==> config.mk <==
export PLATFORM = sky130hd
export DESIGN_NAME = dino_game_ctrl
export DESIGN_NICKNAME = d
export VERILOG_FILES = /design/src/rtl/dino_pkg.sv /design/src/rtl/dino_tick_gen.sv /design/src/rtl/dino_game_ctrl.sv
export SDC_FILE = /design/constraint.sdc
export NUM_CORES = 1
export LEC_CHECK = 0
export BUFFER_PORTS_ARGS = -buffer_cell sky130_fd_sc_hd__buf_2
export CORE_ASPECT_RATIO = 0.9
export CORE_MARGIN = 4
export CORE_UTILIZATION = 35
export CTS_CLUSTER_DIAMETER = 150
export DETAILED_ROUTE_END_ITERATION = 16
export PLACE_DENSITY = 0.65
export SYNTH_ARGS = -nofsm -noshare
export SYNTH_HDL_FRONTEND = slang
export SYNTH_SLANG_ARGS = --single-unit
==> constraint.sdc <==
create_clock -name clk -period 5.05 [get_ports clk]
set_clock_uncertainty 0.15 [all_clocks]
set_input_delay 0.505 -clock clk [delete_from_list [all_inputs] [get_ports clk]]
set_output_delay 0.505 -clock clk [all_outputs]
set_load 0.1 [all_outputs]
==> src/rtl/dino_pkg.sv <==
// Shared types and default parameters for the dino game-flow controller.
package dino_pkg;

  typedef enum logic [1:0] {
    IDLE = 2'd0,
    RUN  = 2'd1,
    OVER = 2'd2
  } state_t;

  localparam int SCORE_W_DEF   = 16;
  localparam int TICK_DIV_DEF  = 416667;
  localparam int OVER_HOLD_DEF = 30;

endpackage

==> src/rtl/dino_tick_gen.sv <==
// Free-running frame-tick divider: one-cycle frame_tick every TICK_DIV clocks.
module dino_tick_gen
  import dino_pkg::*;
#(
  parameter int TICK_DIV = TICK_DIV_DEF
) (
  input  logic clk,
  input  logic rst,
  output logic frame_tick
);

  localparam int CNT_W = (TICK_DIV > 1) ? $clog2(TICK_DIV) : 1;
  localparam logic [CNT_W-1:0] CNT_MAX = CNT_W'(TICK_DIV - 1);

  logic [CNT_W-1:0] cnt;

  always_ff @(posedge clk or posedge rst) begin
    if (rst) begin
      cnt <= '0;
    end else if (cnt == CNT_MAX) begin
      cnt <= '0;
    end else begin
      cnt <= cnt + CNT_W'(1);
    end
  end

  assign frame_tick = (cnt == CNT_MAX);

endmodule

==> src/rtl/dino_game_ctrl.sv <==
// Game-flow controller: button sync/edge detect, IDLE/RUN/OVER sequencing and
// score-counter pulses. Define DINO_HISCORE_EN to build the session high score.
module dino_game_ctrl
  import dino_pkg::*;
#(
  parameter int TICK_DIV  = TICK_DIV_DEF,
  parameter int OVER_HOLD = OVER_HOLD_DEF,
  parameter int SCORE_W   = SCORE_W_DEF
) (
  input  logic               clk,
  input  logic               rst,
  input  logic               btn_jump,
  input  logic               collision,
  input  logic [SCORE_W-1:0] score,
  output logic               game_start,
  output logic               game_over,
  output logic               game_tick,
  output logic               frame_tick,
  output logic               running,
  output logic [1:0]         state
`ifdef DINO_HISCORE_EN
  ,
  output logic [SCORE_W-1:0] hiscore
`endif
);

  localparam int HOLD_W = $clog2(OVER_HOLD + 1);
  localparam logic [HOLD_W-1:0] HOLD_MAX = HOLD_W'(OVER_HOLD);

  state_t            state_r, state_nxt;
  logic [HOLD_W-1:0] hold_cnt, hold_nxt;
  logic              start_nxt, over_nxt;
  logic              btn_p0, btn_p1, btn_p2;
  logic              press;

  dino_tick_gen #(.TICK_DIV(TICK_DIV)) u_tick (
    .clk        (clk),
    .rst        (rst),
    .frame_tick (frame_tick)
  );

  // Button: two-flop synchroniser (p0, p1) then previous-value flop (p2)
  always_ff @(posedge clk or posedge rst) begin
    if (rst) begin
      btn_p0 <= 1'b0;
      btn_p1 <= 1'b0;
      btn_p2 <= 1'b0;
    end else begin
      btn_p0 <= btn_jump;
      btn_p1 <= btn_p0;
      btn_p2 <= btn_p1;
    end
  end

  assign press = btn_p1 & ~btn_p2;

  always_ff @(posedge clk or posedge rst) begin
    if (rst) begin
      state_r    <= IDLE;
      hold_cnt   <= '0;
      game_start <= 1'b0;
      game_over  <= 1'b0;
    end else begin
      state_r    <= state_nxt;
      hold_cnt   <= hold_nxt;
      game_start <= start_nxt;
      game_over  <= over_nxt;
    end
  end

  always_comb begin
    state_nxt = state_r;
    hold_nxt  = hold_cnt;
    start_nxt = 1'b0;
    over_nxt  = 1'b0;
    case (state_r)
      IDLE: begin
        if (press) begin
          state_nxt = RUN;
          start_nxt = 1'b1;
        end
      end
      RUN: begin
        // Collision has priority; a press in RUN is never acted on
        if (collision) begin
          state_nxt = OVER;
          over_nxt  = 1'b1;
          hold_nxt  = '0;
        end
      end
      OVER: begin
        if (hold_cnt == HOLD_MAX) begin
          state_nxt = IDLE;
        end else if (frame_tick) begin
          hold_nxt = hold_cnt + HOLD_W'(1);
        end
      end
      default: state_nxt = IDLE;
    endcase
  end

  assign running   = (state_r == RUN);
  assign game_tick = frame_tick & running;
  assign state     = state_r;

`ifdef DINO_HISCORE_EN
  logic hs_chk;

  // Compare one cycle after game_over so the counter's final score has settled
  always_ff @(posedge clk or posedge rst) begin
    if (rst) begin
      hs_chk  <= 1'b0;
      hiscore <= '0;
    end else begin
      hs_chk <= game_over;
      if (hs_chk && (score > hiscore)) begin
        hiscore <= score;
      end
    end
  end
`else
  logic unused_score;
  assign unused_score = ^score;
`endif

endmodule

* After elaboration in Yosys (flattened, before gate mapping)
Index checks and enable logic that the tools add are counted.
Widths: inputs -> output; s select.
** Word-level totals
- Latch bits :: 0
- RAM bits :: 0
- ROM bits :: 0
- Memories :: 0
- Flip-flop bits (word level) :: 31
- Logic and storage cells :: 39
- Output and inout port bits :: 7
** Cells by class
- Mux-type cells :: 13
- Shift-type cells :: 0
- Add/subtract/negate cells :: 2
- Order comparisons :: 0
- Bitwise gates (word level) :: 3
- Reductions and logical operators :: 4
- Equal/unequal tests :: 9
- Divide/modulo/power cells :: 0
- Multiply operators :: 0
** Operators by type and width (number)
- $add 19x1->19 const B :: 1
- $eq 19x19->1 const B :: 1
- $mux 19 :: 1
- $mux 5 :: 3
- $ne 2x2->1 const B :: 5
- $pmux 5 s2 :: 1
- $mux 2 :: 3
- $pmux 2 s3 :: 1
- $add 5x1->5 const B :: 1
- $eq 5x5->1 const B :: 1
- $mux 1 :: 4
- $reduce_and 4->1 :: 1
- $reduce_and 3->1 :: 1
- $and 1x1->1 :: 2
- $eq 2x1->1 const B :: 1
- $eq 2x2->1 const B :: 1
- $logic_not 2->1 :: 1
- $reduce_bool 2->1 :: 1
- $not 1->1 :: 1

* Longest topological paths before layout
Gate-level depths: netlist of run 1.
- Depth in word-level cells :: 4
- Gate-level depth with buffers :: 7

* Modules after synthesis
Synthesis of run 1 repeated with hierarchy kept, for this count alone.
** Unflattened totals
- Cells, all modules :: 144
- Area, all modules :: 1542.7 µm²
** By module, submodules not included
- dino_tick_gen :: area each 1004.7 µm², cells each 96, instances 1, seq. area each 475.5 µm²
- dino_game_ctrl :: area each 538.0 µm², cells each 48, instances 1, seq. area each 300.3 µm²

* Least setup slack after synthesis of run 1
No wires, ideal clock.
- Kind :: register to output
- Start point :: reg u_tick.cnt[0]
- End point :: out game_tick
- Cell stages (with the launch flop) :: 7
- Data required time :: 4.395 ns
- Path slack :: -0.673 ns
- Data arrival time :: 5.068 ns
- Path buffers :: 0
- Cell sequence :: dfrtp_1 > inv_1 > ha_1 > nand2_1 > or4b_1 > nor4_1 > and2_1
** On the way
- Word-level cells in the longest chain between the ends :: 2
** RTL lines
- from (decl) :: RTL line dino_tick_gen.sv:15 : logic [CNT_W-1:0] cnt;
- from (signal assigned) :: RTL line dino_tick_gen.sv:23 : cnt <= cnt + CNT_W'(1);
- $eq 19x19->1 :: RTL line dino_tick_gen.sv:27 : assign frame_tick = (cnt == CNT_MAX);
- named net frame_tick :: RTL line dino_game_ctrl.sv:18 : output logic frame_tick,
- $and 1x1->1 :: RTL line dino_game_ctrl.sv:103 : assign game_tick = frame_tick & running;
- to (decl) :: RTL line dino_game_ctrl.sv:17 : output logic game_tick,
The timed path passes the listed nets, and every way through them passes these cells.

* Final worst setup path of run 1
- Start point :: reg u_tick.cnt[0]
- End point :: out game_tick
** On the way
- Word-level cells in the longest chain between the ends :: 2
** RTL lines (RTL line)
- $eq 19x19->1 :: dino_tick_gen.sv:27
- $and 1x1->1 :: dino_game_ctrl.sv:103
No other way between the ends.

==> out/qor.tcl, run 1 <==
set qor(outcome) {finished clean}
set qor(worst-setup-path-type) {flip-flop to primary output}
set qor(post_synthesis_simple_gate_area_fraction_pct) 27.7
set qor(synth_cells) 155
set qor(count_of_instances_resized_after_the_clock_tree_is_built) 0
set qor(io_pins) 27
set qor(crit_path_max_fanout) 4
set qor(synthTopCellsByArea) {sky130_fd_sc_hd__dfrtp_1, sky130_fd_sc_hd__xor2_1, sky130_fd_sc_hd__nor2_1}
set qor(synth_compound_gate_area_share_pct) 8.03
set qor(powerDensity_mw_per_mm2) 407
set qor(worstSetupStartpointType) {flip-flop}
set qor(critPathMaxStageDelay_ns) 0.48
set qor(stdcell_area_mm2) 0.00178
set qor(synth-adder-area-share_pct) 3.24
set qor(cts_inserted_buffers) 5
set qor(period_minus_slack_ns) 3.04
set qor(drtIter0Drc) 51
set qor(numClockSinks) 31
set qor(drv_slew) 0
set qor(critPathSlowestCell) {sky130_fd_sc_hd__or4b_1}
set qor(place_hpwl_um) 2200
set qor(clk_pin_slew_worst_paths_ns) 0.06
set qor(die_w_um) 78.0
set qor(max_freq_mhz) 329
set qor(rows) 22
set qor(synth.net_count) 179
set qor(finish.utilization_pct) 42.7
set qor(drt_pre_antenna_iters) 4
set qor(grt_start_max_net_pins) 32
set qor(totalNegativeSetupSlack_ns) 0
set qor(combinational_family_with_the_most_area_after_synthesis) {simple AND/OR/NAND/NOR gates}
set qor(grt_antenna_before_repair) 0
set qor(grt_first_pass_wirelength_um) 5520
set qor(post-route-drc-count) 0
set qor(worst_pin_slew_ns) 1.13
set qor(clock-root-buffer) {sky130_fd_sc_hd__clkbuf_8}
set qor(route.final.wire_length_um) 3060
set qor(synth.mux.area_fraction_pct) 0
set qor(parity_gate_share_of_the_synthesized_area_counting_xor_and_xnor_cells_pct) 7.38
set qor(num_vias) 1193
set qor(worst_ep_arrival_time_ns) 2.38
set qor(crit_family) {simple AND/OR/NAND/NOR gates}
set qor(yosys_most_used_dff) {sky130_fd_sc_hd__dfrtp_1}
set qor(tritoncts) {yes}
set qor(port-buffer-count) 10
set qor(worstPathCellList) {inv_1 > ha_1 > nand2_1 > or4b_1 > nor4_2 > and2_1 > buf_2}
set qor(final.period_utilization_pct) 60.2
set qor(grt_pass1_vias) 1210
set qor(ant_nets) 0
set qor(synth_edf_count) 0
set qor(ctsHtreeMaxLevel) 2
set qor(ctsHoldBuffers) 0
set qor(worst_slack_ns) 2.01
set qor(insertion_delay_ns) 0.28
set qor(ys_warn_count) 0
set qor(critical_path.endpoint_type) {primary output}
set qor(dr_wl_cell_um) 13.3
set qor(placedInstanceArea_mm2) 0.00166
set qor(gpl.final_weighted_congestion) 0.808
set qor(synth.cell_area_mm2) 0.00154
set qor(yosys.cell_types.count) 37
set qor(synth_sequential_area_ratio_pct) 50.3
set qor(power.static_leakage_nw) 0.780
set qor(clk_path_buf_depth) 2
set qor(irDropWorstVdd_mv) 0.229
set qor(die_h_um) 71.0
set qor(pre_cts_ws_ns) 2.28
set qor(start_util_pct) 37.1
set qor(mean_area_per_synthesized_cell_um2) 9.95
set qor(floorplan.die_area_mm2) 0.00554
set qor(area.growth.synth_to_final_pct) 15.2
set qor(synth-seq-cells) 31
set qor(fraction_of_final_layout_cells_sized_beyond_drive_strength_1_pct) 12.9
set qor(synth.top_cell.area_share_pct) 50.3
set qor(hold_viol_final) 0
set qor(worst_rel_slew_slack_pct) 24.7
set qor(grtUsageTotal_pct) 12.7
set qor(n_antenna_cell) 0
set qor(vias_per_std_cell) 5.19
set qor(rsz0062_at_grt) {no}
set qor(data_required_time_of_the_critical_path_ns) 4.39
set qor(async_flop_share_pct) 100
set qor(total_power_mw) 0.723
set qor(synthDominantAreaCellType) {sky130_fd_sc_hd__dfrtp_1}
set qor(post_cts_buffers) 0
set qor(drv.max_cap_violation_count) 0
set qor(nets) 193
set qor(hold_class) {input port to flip-flop}
set qor(finalSetupViolCount) 0
set qor(critPathBufInv) 2
set qor(placeableCoreArea_mm2) 0.00416
set qor(overflow) 0
[sequential cells by signal, summed over array words and instances (netlist names)]
signal	cells
btn_p0	1
btn_p1	1
hold_cnt	5
u_tick.cnt	19
game_start	1
game_over	1
state	2
btn_p2	1
[layout by cell type, fill, tap and decap left out, drive strengths merged, types with 2 or more instances in the layout]
cell type / instances
a21oi: 4
a32oi: 3
and2: 2
and3: 4
and3b: 2
and4: 2
buf: 10
clkbuf: 6
dfrtp: 31
ha: 4
inv: 10
nand2: 9
nand3: 10
nand4: 6
nor2: 16
nor2b: 2
nor3: 3
nor3b: 3
nor4: 2
o21ai: 8
or3: 4
or4: 3
xnor2: 4
xor2: 9
[worst paths after layout]
kind                       slack (ns)                       end  cells past startpoint               startpoint
max in group asynchronous        3.71  u_tick.cnt[16]$_DFF_PP0_                      2                      rst
max reg2reg                      2.64   u_tick.cnt[7]$_DFF_PP0_                      6  u_tick.cnt[0]$_DFF_PP0_
min in group asynchronous        0.36          btn_p2$_DFF_PP0_                      2                      rst
max                              2.01                 game_tick                      7  u_tick.cnt[0]$_DFF_PP0_
min                              0.18          btn_p0$_DFF_PP0_                      1                 btn_jump
min reg2reg                      0.20          btn_p1$_DFF_PP0_                      0         btn_p0$_DFF_PP0_
[per-layer routing]
metal,GRT usage (%),part of all wire (%)
met5,0,0
met2,20.0,48
met3,3.82,3.9
met1,16.1,47
met4,5.83,1.9
[stage by stage]
step	std cells	hold WS, ns
after floorplan	155	0.181
after global placement	222	0.191
after detailed placement	222	0.198
after CTS	230	0.169
after global routing	230	0.168
final	230	0.180
[worst register-to-register path, stage by stage, from the launching register on]
cell and delay (ns):
sky130_fd_sc_hd__dfrtp_1 0.41, sky130_fd_sc_hd__inv_1 0.07, sky130_fd_sc_hd__ha_1 0.18, sky130_fd_sc_hd__nor4bb_1 0.38, sky130_fd_sc_hd__nand4_1 0.30, sky130_fd_sc_hd__nor2_1 0.65
sky130_fd_sc_hd__nor2_1 0.12
[cells by family after synthesis]
kind of cell | after synthesis
XOR/XNOR | 13
AO/OA/AOI/OAI | 20
AND/OR/NAND/NOR | 74
adder cells (fa/ha/maj) | 4
buffers and inverters | 13
flip-flops | 31
[final cells by class]
class                   instances  area (µm²)
clock inverters                 2        35.0
multi-input cells             111         721
flip-flops and latches         31         776
inverters                      10        37.5
clock buffers                   6        82.6
well taps                      60        75.1
fillers                       410        2380
repair buffers                 10        50.0
[Yosys cell counts, drive strengths merged (3+ instances only)]
master	n
dfrtp	31
xnor2	4
nand4	6
xor2	9
inv	10
or3	4
o21ai	8
a32oi	3
buf	3
ha	4
nor3	3
nor2	16
or4	3
a21oi	4
and3	4
nor3b	3
nand2	9
nand3	10
[report_power, final]
| part | internal [mW] | switching [mW] | leakage (nW) | total (mW) |
|---|---|---|---|---|
| Clock | 0.159 | 0.0883 | 0.0612 | 0.248 |
| Sequential | 0.277 | 0.0364 | 0.408 | 0.313 |
| Combinational | 0.0343 | 0.128 | 0.311 | 0.162 |
Power figures use the tool's default switching activity.
==> run 2: changes to the inputs <==
ABC_AREA = 1   (was not set)
clock period = 2.85 ns   (was 5.05 ns; I/O delays follow)
==> run 2 against run 1 <==
Net effect: critical path depth is the same; first-iteration DRC count grew 75%; count of clock-buffer cells in the layout shrank 1; wire length grew 3.4%; largest cell class unchanged; highest routed layer unchanged.
==> out/qor.tcl, run 2 <==
set qor(count_of_instances_resized_after_the_clock_tree_is_built) 0 ;# unchanged
set qor(ant_nets) 0 ;# unchanged
set qor(worst_hold_slack_ns) 0.0474 ;# -0.132 ns
set qor(irDropWorstVdd_mv) 0.427 ;# +87%
set qor(worst-r2r-setup-slack_ns) 0.99 ;# -1.65 ns
set qor(rows) 23 ;# +4.5%
set qor(n_antenna_cell) 0 ;# unchanged
set qor(worstHoldEndpoint) {state[0]$_DFFE_PP0P_}
set qor(internal_power_contribution_mw) 0.701 ;# +49%
set qor(hold_viol_final) 0 ;# unchanged
set qor(switching_share_pct) 39.7 ;# +4.8 points
set qor(yosys_most_used_dff) {sky130_fd_sc_hd__dfrtp_1}
set qor(synth.mux.area_fraction_pct) 0 ;# unchanged
set qor(period_minus_slack_ns) 2.38
set qor(clk_path_buf_depth) 2 ;# unchanged
set qor(total_power_mw) 1.16 ;# +61%
set qor(numClockSinks) 31 ;# unchanged
set qor(worst_pin_slew_ns) 0.486 ;# -0.643 ns
set qor(grt_start_max_net_pins) 32 ;# unchanged
set qor(floorplan.die_area_mm2) 0.00596 ;# +7.6%
set qor(tritoncts) {yes}
set qor(parity_gate_share_of_the_synthesized_area_counting_xor_and_xnor_cells_pct) 4.19 ;# -3.2 points
set qor(synth.cell_area_mm2) 0.00167 ;# +8.5%
set qor(synthTopCellsByArea) {sky130_fd_sc_hd__dfrtp_1, sky130_fd_sc_hd__nand2_1, sky130_fd_sc_hd__inv_1}
set qor(mean_area_per_synthesized_cell_um2) 8.13 ;# -18%
set qor(placedInstanceArea_mm2) 0.00180 ;# +8.7%
set qor(start_util_pct) 36.8 ;# -0.30 points
set qor(combinational_family_with_the_most_area_after_synthesis) {simple AND/OR/NAND/NOR gates}
set qor(synth-seq-cells) 31 ;# unchanged
set qor(crit_path_max_fanout) 3 ;# -1
set qor(clk_pin_slew_worst_paths_ns) 0.06 ;# about the same
set qor(synth_cells) 206 ;# +33%
set qor(finalSetupViolCount) 0 ;# unchanged
set qor(worst_ep_arrival_time_ns) 1.94 ;# -0.44 ns
set qor(max_freq_mhz) 421
set qor(die_h_um) 73.6 ;# +3.7%
set qor(r2r_start) {u_tick.cnt[0]$_DFF_PP0_}
set qor(largest_register) {u_tick.cnt}
set qor(pre_cts_ws_ns) 0.792 ;# -1.49 ns
set qor(hold_class) {input port to flip-flop}
set qor(port-buffer-count) 10 ;# unchanged
set qor(grtUsageTotal_pct) 12.4 ;# -0.25 points
set qor(drv.max_cap_violation_count) 0 ;# unchanged
set qor(power.net_switching_mw) 0.462 ;# +83%
set qor(grt_first_pass_wirelength_um) 5560 ;# +0.74%
set qor(synth_compound_gate_area_share_pct) 5.68 ;# -2.3 points
set qor(timing.hold.worst.start) {collision}
set qor(async_flop_share_pct) 100 ;# unchanged
set qor(vias_per_std_cell) 4.56 ;# -12%
set qor(die_w_um) 80.9 ;# +3.7%
set qor(cts_inserted_buffers) 5 ;# unchanged
set qor(finish.utilization_pct) 42.0 ;# -0.78 points
set qor(stdcell_area_mm2) 0.00191 ;# +7.4%
set qor(worst-setup-path-type) {flip-flop to primary output}
set qor(power_frac_comb_pct) 29.4 ;# +7.0 points
set qor(powerDensity_mw_per_mm2) 610 ;# +50%
set qor(route.final.wire_length_um) 3170 ;# +3.4%
set qor(pwr-share-clk_pct) 28.2 ;# -6.1 points
set qor(gpl.final_weighted_congestion) 0.872 ;# +7.9%
set qor(final_cell_mix) {sky130_fd_sc_hd__nand2_1, sky130_fd_sc_hd__inv_1, sky130_fd_sc_hd__dfrtp_1}
set qor(synth_edf_count) 0 ;# unchanged
set qor(rr_endpoint) {hold_cnt[3]$_DFFE_PP0P_}
set qor(rsz0062_at_grt) {no}
set qor(totalNegativeSetupSlack_ns) 0 ;# unchanged
set qor(placeableCoreArea_mm2) 0.00455 ;# +9.4%
set qor(synth_sequential_area_ratio_pct) 46.3 ;# -3.9 points
set qor(worst_rel_slew_slack_pct) 67.8 ;# +43 points
set qor(largest_reg_flops) 19 ;# unchanged
set qor(place_hpwl_um) 2390 ;# +8.8%
set qor(dp_cells) 277 ;# +25%
set qor(area.growth.synth_to_final_pct) 14.0
set qor(worst_slack_ns) 0.474 ;# -1.54 ns
set qor(synthDominantAreaCellType) {sky130_fd_sc_hd__dfrtp_1}
set qor(worstSetupStartpointType) {flip-flop}
set qor(num_vias) 1308 ;# +9.6%
set qor(power.static_leakage_nw) 0.969 ;# +24%
set qor(ctsHtreeMaxLevel) 2 ;# unchanged
set qor(drtIter0Drc) 89 ;# +75%
set qor(insertion_delay_ns) 0.28 ;# about the same
set qor(post_layout_nonfiller_instances) 287 ;# +25%
set qor(outcome) {finished clean}
set qor(synth.net_count) 230 ;# +28%
set qor(grt_antenna_before_repair) 0 ;# unchanged
set qor(clock-root-buffer) {sky130_fd_sc_hd__clkbuf_8}
set qor(whs_path_depth) 2 ;# +1
set qor(final.period_utilization_pct) 83.4
set qor(commonest_non_fill_non_tap_cell_in_the_layout) {sky130_fd_sc_hd__nand2_1}
set qor(power.sequential.fraction_pct) 42.4 ;# -0.9 points
set qor(post_synthesis_simple_gate_area_fraction_pct) 32.0 ;# +4.3 points
set qor(drv_slew) 0 ;# unchanged
set qor(data_required_time_of_the_critical_path_ns) 2.41 ;# -1.98 ns
set qor(yosys.cell_types.count) 27 ;# -27%
set qor(ys_warn_count) 0 ;# unchanged
set qor(r2r.worst_path.cells) 11 ;# +5
set qor(dr_wl_cell_um) 11.0 ;# -17%
set qor(fraction_of_final_layout_cells_sized_beyond_drive_strength_1_pct) 16.9 ;# +3.9 points
set qor(synth_common_cells) {sky130_fd_sc_hd__nand2_1, sky130_fd_sc_hd__inv_1, sky130_fd_sc_hd__dfrtp_1}
set qor(synth-adder-area-share_pct) 2.99 ;# -0.25 points
set qor(post-route-drc-count) 0 ;# unchanged
set qor(library_cell_with_the_highest_instance_count_after_synthesis) {sky130_fd_sc_hd__nand2_1}
set qor(grt_pass1_vias) 1213 ;# +0.25%
set qor(nets) 248 ;# +28%
set qor(overflow) 0 ;# unchanged
set qor(io_pins) 27 ;# unchanged
set qor(synth.top_cell.area_share_pct) 46.3 ;# -3.9 points
set qor(drt_pre_antenna_iters) 4 ;# unchanged
set qor(critical_path.endpoint_type) {primary output}
run 2: changes by cell type in the layout (fill, tap and decap cells not counted), sizes merged, moves of 3 or more:
cell,before,now
inv,10,35
a32oi,3,0
nor3,3,6
nand3,10,22
and3,4,0
nand2,9,40
or4,3,0
nor3b,3,0
nor2,16,32
or3,4,0
xor2,9,5
run 2: layout make-up:
cell class,count,area [µm²]
clock buffers,5,68.8
flip-flops and latches,31,776
inverters,35,131
repair buffers,13,77.6
multi-input cells,138,762
fillers,466,2640
clock inverters,3,15.0
well taps,62,77.6
run 2: cell families after synthesis:
family	Yosys count
compound gates	17
xor+xnor	8
fa+ha+maj	4
buf+inv	37
flops	31
simple gates	109
run 2: timing repair:
item | CTS | global route
hold buffers | 2 | 0
hold endpoints to repair | 32 | 0
buffers inserted | 0 | 0
run 2: layer usage:
layer	share of wire (%)	global-route usage [%]
met5	0	0
met4	2.2	6.19
met3	6.1	4.41
met2	42	17.5
met1	49	16.8
run 2: worst max path at each step:
stage               slack, ns  depth (start not counted)                     from         end
floorplan                0.24                          6  u_tick.cnt[0]$_DFF_PP0_  frame_tick
CTS                      0.48                          7  u_tick.cnt[0]$_DFF_PP0_   game_tick
global placement         0.81                          7  u_tick.cnt[0]$_DFF_PP0_   game_tick
finish                   0.47                          7  u_tick.cnt[0]$_DFF_PP0_   game_tick
detailed placement       0.79                          7  u_tick.cnt[0]$_DFF_PP0_   game_tick
global route             0.33                          6  u_tick.cnt[5]$_DFF_PP0_   game_tick
run 2: power by group through the flow:
stage	clock network (mW)	logic (mW)	registers, mW
2_1_floorplan	0	0.166	0.617
5_1_grt	0.360	0.367	0.497
4_1_cts	0.336	0.344	0.492
3_3_place_gp	0	0.340	0.500
6_report	0.328	0.342	0.493
3_5_place_dp	0	0.342	0.501
run 2: worst max-delay path: stages, from the launching register on:
cell	delay [ns]
sky130_fd_sc_hd__dfrtp_1	0.40
sky130_fd_sc_hd__inv_1	0.08
sky130_fd_sc_hd__ha_1	0.17
sky130_fd_sc_hd__nand4_1	0.10
sky130_fd_sc_hd__nor2_1	0.17
sky130_fd_sc_hd__nand3_1	0.16
sky130_fd_sc_hd__nor3_4	0.13
sky130_fd_sc_hd__buf_2	0.44
